==> config.mk <==
export PLATFORM = sky130hd
export DESIGN_NAME = counter_reader
export DESIGN_NICKNAME = d
export VERILOG_FILES = /design/src/rtl/counter_reader.sv
export SDC_FILE = /design/constraint.sdc
export NUM_CORES = 1
export LEC_CHECK = 0
export ABC_AREA = 1
export ABC_CLOCK_PERIOD_IN_PS = 1620
export CORE_ASPECT_RATIO = 2
export CORE_MARGIN = 4
export CORE_UTILIZATION = 55
export CTS_CLUSTER_SIZE = 25
export DETAILED_ROUTE_END_ITERATION = 10
export DONT_BUFFER_PORTS = 1
export PLACE_DENSITY = 0.81
export REMOVE_ABC_BUFFERS = 1
export SETUP_SLACK_MARGIN = 0.4
export SLEW_MARGIN = 30
export SYNTH_ARGS = -nofsm -noshare
export SYNTH_HDL_FRONTEND = slang
export SYNTH_SLANG_ARGS = --single-unit
==> constraint.sdc <==
create_clock -name clk -period 1.62 [get_ports clk]
set_clock_uncertainty 0.1 [all_clocks]
set_input_delay 0.081 -clock clk [delete_from_list [all_inputs] [get_ports clk]]
set_output_delay 0.081 -clock clk [all_outputs]
set_load 0.05 [all_outputs]
==> src/rtl/counter_reader.sv <==
// Snapshot FIFO that captures a live 8-bit counter on request, with first-word-fall-through read.
// Optional wrap-around event counter is included when COUNTER_READER_WRAP_EN is defined.
module counter_reader #(
    parameter int unsigned DEPTH = 4,
    parameter int unsigned AW    = 2
) (
    input  logic          clk,
    input  logic          reset,
    input  logic [7:0]    data_cnt,
    input  logic          snap,
    input  logic          rd,
    output logic [7:0]    rdata,
    output logic          rvalid,
    output logic          full,
    output logic [AW:0]   level,
    output logic          ovf,
    output logic [7:0]    wrap_cnt
);

    localparam int unsigned LW = AW + 1;

    logic [7:0]    mem [DEPTH];
    logic [AW-1:0] wr_ptr;
    logic [AW-1:0] rd_ptr;

    logic          push;
    logic          pop;
    logic          drop;
    logic [LW-1:0] level_next;

    // A full FIFO still accepts a capture when the same edge pops the head.
    always_comb begin
        push       = 1'b0;
        pop        = 1'b0;
        drop       = 1'b0;
        level_next = level;
        pop  = rd && rvalid;
        push = snap && (!full || rd);
        drop = snap && full && !rd;
        unique case ({push, pop})
            2'b10:   level_next = level + LW'(1);
            2'b01:   level_next = level - LW'(1);
            default: level_next = level;
        endcase
    end

    always_ff @(posedge clk) begin
        if (reset) begin
            wr_ptr <= '0;
            rd_ptr <= '0;
            level  <= '0;
            rvalid <= 1'b0;
            full   <= 1'b0;
            ovf    <= 1'b0;
        end else begin
            if (push) wr_ptr <= wr_ptr + AW'(1);
            if (pop)  rd_ptr <= rd_ptr + AW'(1);
            level  <= level_next;
            rvalid <= (level_next != '0);
            full   <= (level_next == LW'(DEPTH));
            if (drop) ovf <= 1'b1;
        end
    end

    // Storage is data-path only; reset leaves it untouched.
    always_ff @(posedge clk) begin
        if (!reset && push) mem[wr_ptr] <= data_cnt;
    end

    assign rdata = mem[rd_ptr];

`ifdef COUNTER_READER_WRAP_EN
    logic [7:0] prev_cnt;

    // A wrap is an FF -> 00 transition between consecutive samples; count saturates.
    always_ff @(posedge clk) begin
        if (reset) begin
            prev_cnt <= 8'h00;
            wrap_cnt <= 8'h00;
        end else begin
            prev_cnt <= data_cnt;
            if (prev_cnt == 8'hFF && data_cnt == 8'h00 && wrap_cnt != 8'hFF)
                wrap_cnt <= wrap_cnt + 8'd1;
        end
    end
`else
    assign wrap_cnt = 8'h00;
`endif

endmodule

==> results of run 1 <==
## worst register-to-register path: stages, from the launching register on
cell and delay (ns):
dfxtp_2 0.36, nand2_4 0.06, nand2_4 0.07, ha_4 0.14
fa_2 0.42, or2_1 0.23, o21ai_2 0.07, nand2_1 0.09
nand2_1 0.06, nand2_1 0.04
## cells in the final DEF (no fill, tap or decap), types with 3 or more instances in the layout
cell and instances:
nor2_4 5, edfxtp_1 32, nand2_1 7, o21ai_2 11
buf_4 22, o21ai_0 6, conb_1 8, nor2_2 3
ha_1 4, o22ai_1 7, inv_1 12, dlygate4sd3_1 10
nor2_1 20, clkbuf_8 5, buf_6 10, dfxtp_1 9
## path summary, 6_finish.rpt
kind	start	endpoint	slack (ns)	cells past startpoint
hold reg to reg	rd_ptr[0]	rd_ptr[0]	0.41	2
hold / removal	reset	register	-0.005	3
setup reg to reg	full	rvalid	-0.12	9
setup / recovery	full	rvalid	-0.12	9
## power by group through the flow
stage	registers (mW)	clock network [mW]	logic (mW)
2_1_floorplan	1.54	0	0.517
3_3_place_gp	1.38	0	0.940
3_5_place_dp	1.39	0	0.975
4_1_cts	1.38	0.664	1.11
5_1_grt	1.39	0.718	1.34
6_report	1.38	0.661	1.26
## sequential cells by signal, indices dropped and copies added (netlist names), named ones only
| name | count |
|---|---|
| rd_ptr | 2 |
| full | 1 |
| rvalid | 1 |
| mem | 32 |
| level | 3 |
| wr_ptr | 2 |
| ovf | 1 |
## layout make-up
cell class | count | area (µm²) | area share [%]
inverters | 16 | 70.1 | 2.85
clock buffers | 6 | 72.6 | 2.95
well taps | 31 | 38.8 | 1.58
repair buffers | 46 | 440 | 17.9
multi-input cells | 90 | 618 | 25.1
clock inverters | 2 | 12.5 | 0.508
flip-flops and latches | 44 | 1210 | 49.1
## kinds of logic after synthesis
family	count (synthesis)	share of synthesized area (%)
AOI/OAI and AO/OA	30	9.41
buffers and inverters	26	7.94
xor gates and xnor gates	2	0.976
adders and majority gates	6	4.60
other	1	0.209
DFF	44	66.9
and+or+nand+nor	44	9.97
## routing by layer
layer	routed length [µm]	track usage, %	up-vias
li1	-	-	607
met1	1290	16.7	607
met2	2410	35.1	40
met3	200	5.73	12
met4	131	9.82	0
met5	0	0	-
## repair_timing
item,in CTS,in global routing
endpoints found under the setup margin,45,46
pin swaps,24,15
endpoints found under the hold margin,43,6
resized for setup,41,34
buffers inserted,5,5
hold buffers,9,2
cloned,1,0
## stage by stage
stage	total power, mW	util (%)	cell area, µm²	instances	setup WS [ns]
after global placement	2.32	62.0	1960	205	-0.190
after global routing	3.44	78.0	2460	235	-0.176
final	3.30	78.0	2460	235	-0.115
after floorplan	2.06	-	1740	150	-0.562
after CTS	3.15	72.0	2270	228	-0.127
after detailed placement	2.36	62.0	1960	205	-0.263
==> impl_metrics.yaml, run 1 <==
logic_synthesis:
  avgSynthCellArea_um2: 11.7
  synth_top_area_share_pct: 53.5
  ys_types: 22
  synthMostInstantiatedCell: "edfxtp_1"
  synth-async-reset-ratio_pct: 0
  synthTopCellsByCount: "edfxtp_1, nor2_1, inv_1, o21ai_0, dfxtp_1"
  ys_ff_latch: 44
  ys.flop_type: "edfxtp_1"
  ys_top_cells_by_area: "edfxtp_1, dfxtp_1, nor2_1"
  ys_seq_area_share_pct: 66.9
  synth_edf_count: 32
  syn_area_um2: 1800
  yosys_warnings: 0
  synth_largest_area_cell: "edfxtp_1"
  netlist_instances: 153
cts:
  worstSkewPairLatency_ns: 0.29
  cts_buffers: 5
  clockBufferDepth: 2
  cts_max_level: 2
  clkTransAtPathRegs_ns: 0.09
  cts_tree: "built"
  cts_root_buffer: "clkbuf_8"
  clock_sink_count: 44
timing:
  holdWs_ns: -0.00534
  fin_crit_ns: 1.74
  slew_violations: 0
  setup_ws_ns: -0.115
  max_freq_mhz: 576
  grt_setup_unrepaired: "yes"
  fin_crit_sh_pct: 107
  setup_violations: 3
  final_hold_viol_count: 2
  totalNegativeSetupSlack_ns: -0.293
critical_path:
  cp_max_fo: 2
  arrival_ns: 1.83
  cpPeakStageDelay_ns: 0.42
  crit_top_cell: "nand2_1"
  worst_setup_path_end_kind: "register"
  path_buf_inv: 0
  startpoint_type: "register"
  critPathSlowestCell: "fa_2"
  critPathKind: "reg -> reg"
  cp_data_required_time_ns: 1.71
  cp_cell_sequence: "nand2_4, nand2_4, ha_4, fa_2, or2_1, o21ai_2, nand2_1, nand2_1, nand2_1"
  critical-path-top-delay-family: "adder cells"
placement:
  hpwlAfterDp_um: 2460
  place_congestion: 0.771
  io_buffers: 0
global_route:
  grt_util_all_layers_pct: 18.4
  grt_pass1_vias: 1303
  grt_pass1_wl_um: 5920
  antenna_found_initial: 0
  grt_remaining_overflow: 0
  grt_max_degree: 17
routing:
  viasPerCell: 5.39
  wl_um: 4030
  vias: 1266
  route.detailed.drc: 0
  ant_nets: 0
  wire_per_inst_um: 17.2
  dr.pass1.iters: 4
  drtIter0Drc: 26
finish:
  syn_to_final_growth_pct: 37.1
  antennaDiodeCount: 0
  fillerInstances: 176
  drive_above_1_share_pct: 38.2
  final_nets: 221
power_and_ir_drop:
  power.net_switching_mw: 1.24
  clockPowerShare_pct: 20.0
  p_int_mw: 2.06
  p_per_area_nw_per_um2: 1340
  leakagePower_nw: 0.976
  ir_worst_vdd_mv: 1.13
  p_comb_share_pct: 38.2
  switching_share_pct: 37.6
  power_frac_seq_pct: 41.8
die:
  coreArea_um2: 3160
  die_height_um: 88.8
  rows: 29
  initial_core_util_pct: 56.9
  dieArea_um2: 4300
  io-pin-count: 34
  die_w_um: 48.4
worst_hold_path:
  hold_path_class: "in -> reg"
status:
  status: "complete, but fails checks"
  violations: "negative hold slack, negative setup slack"
job:
  max_cap_violations: 0
Power figures use the tool's default switching activity.
==> inputs of run 2 (changes only) <==
Settings changed: SKIP_CTS_REPAIR_TIMING set to 1.
==> run 2 against run 1 <==
Compared with the run above: the flow still finishes with violations (negative hold slack, negative setup slack); sequential cell count is the same; register-to-register slack lost 0.07 ns; global-route usage decreased by 2.0 points; die area did not move; fmax fell by 3.6%; sequential power about the same; count of clock-buffer cells in the layout unchanged; worst hold slack lost 0.018 ns; core utilization grew 3.0 points; first-iteration DRC count unchanged; cell area grew 3.8%; power is 4.6% higher; critical path type unchanged; critical endpoint unchanged; highest routed layer unchanged.
==> impl_metrics.yaml, run 2 (synthesized netlist as in run 1, its figures left out) <==
status:
  status: "complete, but fails checks"
  violations: "negative hold slack, negative setup slack"
critical_path:
  startpoint_type: "register"
  cp_data_required_time_ns: 1.71
  critPathLaunch: "rvalid"
  critPathKind: "reg -> reg"
  worst_setup_path_end_kind: "register"
  arrival_ns: 1.89
  critPathSlowestCell: "fa_2"
  critPathCapture: "rvalid"
  r2r_setup_slack_ns: -0.18
  crit_top_cell: "nand2_1"
  cp_cell_sequence: "nand2_1, inv_2, ha_4, fa_2, or2_1, o21ai_2, nand2_2, nand2_1, nand2_1"
  r2r_start: "rvalid"
  cp_max_fo: 3
  rr_worst_depth: 9
  cpPeakStageDelay_ns: 0.42
  r2r_end: "rvalid"
timing:
  grt_setup_unrepaired: "yes"
  fin_crit_ns: 1.80
  max_freq_mhz: 555
  slew_violations: 0
  setup_violations: 3
  setup_ws_ns: -0.180
  final_hold_viol_count: 3
  fin_crit_sh_pct: 111
  holdWs_ns: -0.0232
placement:
  hpwlAfterDp_um: 2460
  post-place-ws_ns: -0.263
  place_congestion: 0.771
  place_inst: 205
  io_buffers: 0
die:
  die_w_um: 48.4
  die_height_um: 88.8
  io-pin-count: 34
  rows: 29
  coreArea_um2: 3160
  dieArea_um2: 4300
  initial_core_util_pct: 56.9
global_route:
  antenna_found_initial: 0
  grt_pass1_vias: 1191
  grt_remaining_overflow: 0
  grt_max_degree: 17
  grt_pass1_wl_um: 5280
  grt_util_all_layers_pct: 16.5
power_and_ir_drop:
  power_mw: 3.45
  p_int_mw: 2.14
  power.net_switching_mw: 1.32
  power_frac_seq_pct: 39.7
  switching_share_pct: 38.1
  p_per_area_nw_per_um2: 1350
  clockPowerShare_pct: 18.9
  p_comb_share_pct: 41.3
  leakagePower_nw: 0.988
  ir_worst_vdd_mv: 1.14
finish:
  top_regs: "mem: 32 flops, level: 3 flops"
  drive_above_1_share_pct: 43.9
  fillerInstances: 165
  antennaDiodeCount: 0
  final_nets: 222
  syn_to_final_growth_pct: 42.4
  top_register: "mem"
  final_common_cell: "edfxtp_1"
  fin_cells: 236
  largest_register_ffs: 32
  final_core_util_pct: 81.0
  final_cell_mix: "edfxtp_1, buf_4, nor2_1, dlygate4sd3_1, inv_1"
cts:
  cts_buffers: 5
  clock_sink_count: 44
  cts_root_buffer: "clkbuf_8"
  clockBufferDepth: 2
  clkTransAtPathRegs_ns: 0.07
  worstSkewPairLatency_ns: 0.29
  cts_tree: "built"
  cts_max_level: 2
routing:
  dr.pass1.iters: 4
  drtIter0Drc: 26
  route.detailed.drc: 0
  ant_nets: 0
  wire_per_inst_um: 17.3
  viasPerCell: 5.39
  wl_um: 4070
  vias: 1271
job:
  max_cap_violations: 0
worst_hold_path:
  hold_path_class: "in -> reg"
[run 2: cell count changes in the layout (fill, tap and decap cells not counted), moves of 3 or more]
cell,delta
dlygate4sd3_1,+3
nand2_2,+4
nor2_1,-7
nor2_2,+5
o21ai_0,-3
o21ai_1,+4
o22ai_1,-4
o22ai_2,+4
[run 2: layout make-up]
| class | count | area (µm²) | share of cell area, % |
|---|---|---|---|
| tap | 31 | 38.8 | 1.52 |
| inverter | 16 | 81.3 | 3.18 |
| timing repair buffer | 46 | 443 | 17.3 |
| timing repair inverter | 1 | 16.3 | 0.636 |
| sequential | 44 | 1210 | 47.4 |
| clock inverter | 2 | 12.5 | 0.489 |
| multi-input combinational | 90 | 681 | 26.6 |
| clock buffer | 6 | 72.6 | 2.84 |
[run 2: critical path: cells and delay by family (launching register included)]
family	cells	cell delay [ns]
adders and majority gates	2	0.57
and+or+nand+nor	5	0.50
buffers and inverters	1	0.09
DFF	1	0.34
AOI/OAI and AO/OA	1	0.09
[run 2: routing by layer]
layer | vias up | track usage [%] | share of wire [%]
met5 | - | 0 | 0
met1 | 615 | 14.1 | 32
met2 | 34 | 31.2 | 61
met3 | 11 | 6.07 | 4.4
li1 | 611 | - | -
met4 | 0 | 9.82 | 2.3
[run 2: power groups by stage]
stage	combinational (mW)	clock, mW	sequential, mW
floorplan	0.517	0	1.54
global placement	0.940	0	1.38
detailed placement	0.975	0	1.39
CTS	0.979	0.664	1.36
global route	1.50	0.709	1.38
finish	1.43	0.654	1.37
[run 2: worst min path at each step]
stage / start / endpoint / slack, ns / cells after the start
3_5_place_dp: reset / ovf / 0.06 / 1
3_3_place_gp: reset / level[1] / 0.05 / 1
5_1_grt: reset / full / 0.009 / 3
4_1_cts: reset / level[1] / -0.26 / 1
2_1_floorplan: reset / level[0] / 0.05 / 1
6_report: reset / wr_ptr[1] / -0.02 / 3
[run 2: per-stage QoR]
| step | hold WS [ns] | TNS [ns] | area (µm²) |
|---|---|---|---|
| floorplan | 0.0534 | -2.27 | 1740 |
| global placement | 0.0531 | -0.486 | 1960 |
| detailed placement | 0.0563 | -0.820 | 1960 |
| CTS | -0.261 | -1.32 | 2040 |
| global route | 0.00870 | -0.690 | 2560 |
| finish | -0.0232 | -0.487 | 2560 |
==> inputs of run 3 (changes only) <==
Settings changed: CORE_UTILIZATION 55 to 50, CTS_CLUSTER_DIAMETER set to 40, PLACE_DENSITY 0.81 to 0.76, SKIP_CTS_REPAIR_TIMING 1 to not set.
==> run 3 against run 2 <==
Compared with the run above: worst hold slack worse by 0.23 ns; critical path type unchanged; sequential cell count stayed put; count of clock-buffer cells in the layout is 1 higher; the flow still finishes with violations (negative hold slack, negative setup slack).
==> impl_metrics.yaml, run 3 (synthesized netlist as in run 1, its figures left out) <==
power_and_ir_drop:
  leakagePower_nw: 0.939
  power_mw: 3.28
  p_per_area_nw_per_um2: 1360
  ir_worst_vdd_mv: 0.922
routing:
  route.detailed.drc: 0
  wl_um: 4130
  vias: 1234
  dr.pass1.iters: 4
  viasPerCell: 4.98
  wire_per_inst_um: 16.6
  ant_nets: 0
  drtIter0Drc: 29
job:
  max_cap_violations: 0
cts:
  clockBufferDepth: 2
  cts_buffers: 5
  clkTransAtPathRegs_ns: 0.07
  clock_sink_count: 44
  cts_root_buffer: "clkbuf_8"
  cts_max_level: 2
  worstSkewPairLatency_ns: 0.29
  cts_tree: "built"
timing:
  final_hold_viol_count: 9
  slew_violations: 0
  setup_violations: 3
  holdWs_ns: -0.251
  grt_setup_unrepaired: "yes"
  fin_crit_ns: 1.76
  max_freq_mhz: 568
  setup_ws_ns: -0.142
  fin_crit_sh_pct: 109
die:
  die_w_um: 50.4
  io-pin-count: 34
  rows: 30
  initial_core_util_pct: 52.6
  coreArea_um2: 3420
  die_height_um: 92.7
  dieArea_um2: 4670
critical_path:
  cp_cell_sequence: "nand2_2, inv_2, ha_4, fa_2, or2_1, o21ai_2, nand2_1, nand2_1, nand2_1"
  critPathSlowestCell: "fa_2"
  r2r_end: "rvalid"
  r2r_start: "rvalid"
  worst_setup_path_end_kind: "register"
  r2r_setup_slack_ns: -0.14
  cpPeakStageDelay_ns: 0.41
  path_buf_inv: 1
  cp_data_required_time_ns: 1.70
  critical-path-top-delay-family: "adder cells"
  rr_worst_depth: 9
  critPathKind: "reg -> reg"
  startpoint_type: "register"
  crit_top_cell: "nand2_1"
  arrival_ns: 1.84
  cp_max_fo: 2
finish:
  syn_to_final_growth_pct: 34.1
  antennaDiodeCount: 0
  drive_above_1_share_pct: 38.5
  top_register: "mem"
  largest_register_ffs: 32
  final_common_cell: "edfxtp_1"
  final_cell_area_um2: 2410
  top_regs: "mem: 32 flops, level: 3 flops"
  fin_cells: 248
  final_nets: 217
  final_cell_mix: "edfxtp_1, nor2_1, buf_4"
global_route:
  grt_util_all_layers_pct: 17.2
  antenna_found_initial: 0
  grt_max_degree: 17
  grt_pass1_vias: 1293
  grt_remaining_overflow: 0
  grt_pass1_wl_um: 5820
placement:
  hpwlAfterDp_um: 2580
  place_inst: 220
  io_buffers: 0
  place_congestion: 0.754
  placed_area_um2: 1960
worst_hold_path:
  hold_path_class: "in -> reg"
  worstHoldStart: "reset"
  hold_depth: 1
status:
  violations: "negative hold slack, negative setup slack"
  status: "complete, but fails checks"
## run 3: changes by cell type in the layout (fill, tap and decap cells not counted), moves of 3 or more
cell           previous run  this run
buf_4                    20        23
nor2_4                    7         0
o21ai_0                   3         6
nor2_1                   13        25
dlygate4sd3_1            13        10
o21ai_1                   6         2
nor2_2                    8         3
## run 3: timing repair
action / in CTS / in global routing
gates cloned: 1 / 0
endpoints found under the hold margin: 44 / 9
resized for setup: 44 / 22
hold buffers: 8 / 2
buffers inserted: 3 / 6
pin swaps: 23 / 15
endpoints found under the setup margin: 46 / 47
## run 3: area by class of cell
| type | count | area, µm² |
|---|---|---|
| flip-flops and latches | 44 | 1210 |
| fillers | 230 | 1010 |
| multi-input cells | 90 | 603 |
| repair buffers | 42 | 383 |
| clock buffers | 7 | 76.3 |
| inverters | 16 | 70.1 |
| well taps | 48 | 60.1 |
| clock inverters | 1 | 5.00 |
## run 3: where the power goes
group	total (mW)	internal (mW)	switching (mW)	leakage, nW
logic	1.26	0.449	0.813	0.506
clock network	0.632	0.302	0.330	0.0422
registers	1.38	1.30	0.0793	0.391
## run 3: worst reg2reg max path, stage by stage (launching register included)
cell     delay [ns]
dfxtp_2        0.34
nand2_2        0.06
inv_2          0.09
ha_4           0.14
fa_2           0.41
or2_1          0.23
o21ai_2        0.08
nand2_1        0.09
nand2_1        0.06
nand2_1        0.05
## run 3: worst max path at each step
stage                start  endpoint  cells after the start
floorplan             full    rvalid                      9
global placement      full    rvalid                      9
detailed placement    full    rvalid                      9
CTS                   full    rvalid                      9
global route        rvalid    rvalid                      9
finish              rvalid    rvalid                      9
## run 3: per-stage QoR
step | TNS [ns] | utilization (%) | setup WS [ns] | hold slack, ns
detailed placement | -0.664 | 57.5 | -0.252 | 0.0595
global route | -0.613 | 70.5 | -0.240 | -0.268
CTS | -0.247 | 66.0 | -0.116 | -0.255
finish | -0.343 | 70.5 | -0.142 | -0.251
floorplan | -2.27 | - | -0.562 | 0.0534
global placement | -0.398 | 57.5 | -0.190 | 0.0572
## run 3: metal layers
layer | GRT usage [%] | vias up | share of wire, %
met5 | 0 | - | 0
met4 | 9.66 | 0 | 3.0
met3 | 3.86 | 12 | 3.7
met2 | 33.2 | 29 | 59
met1 | 15.3 | 592 | 34
li1 | - | 601 | -
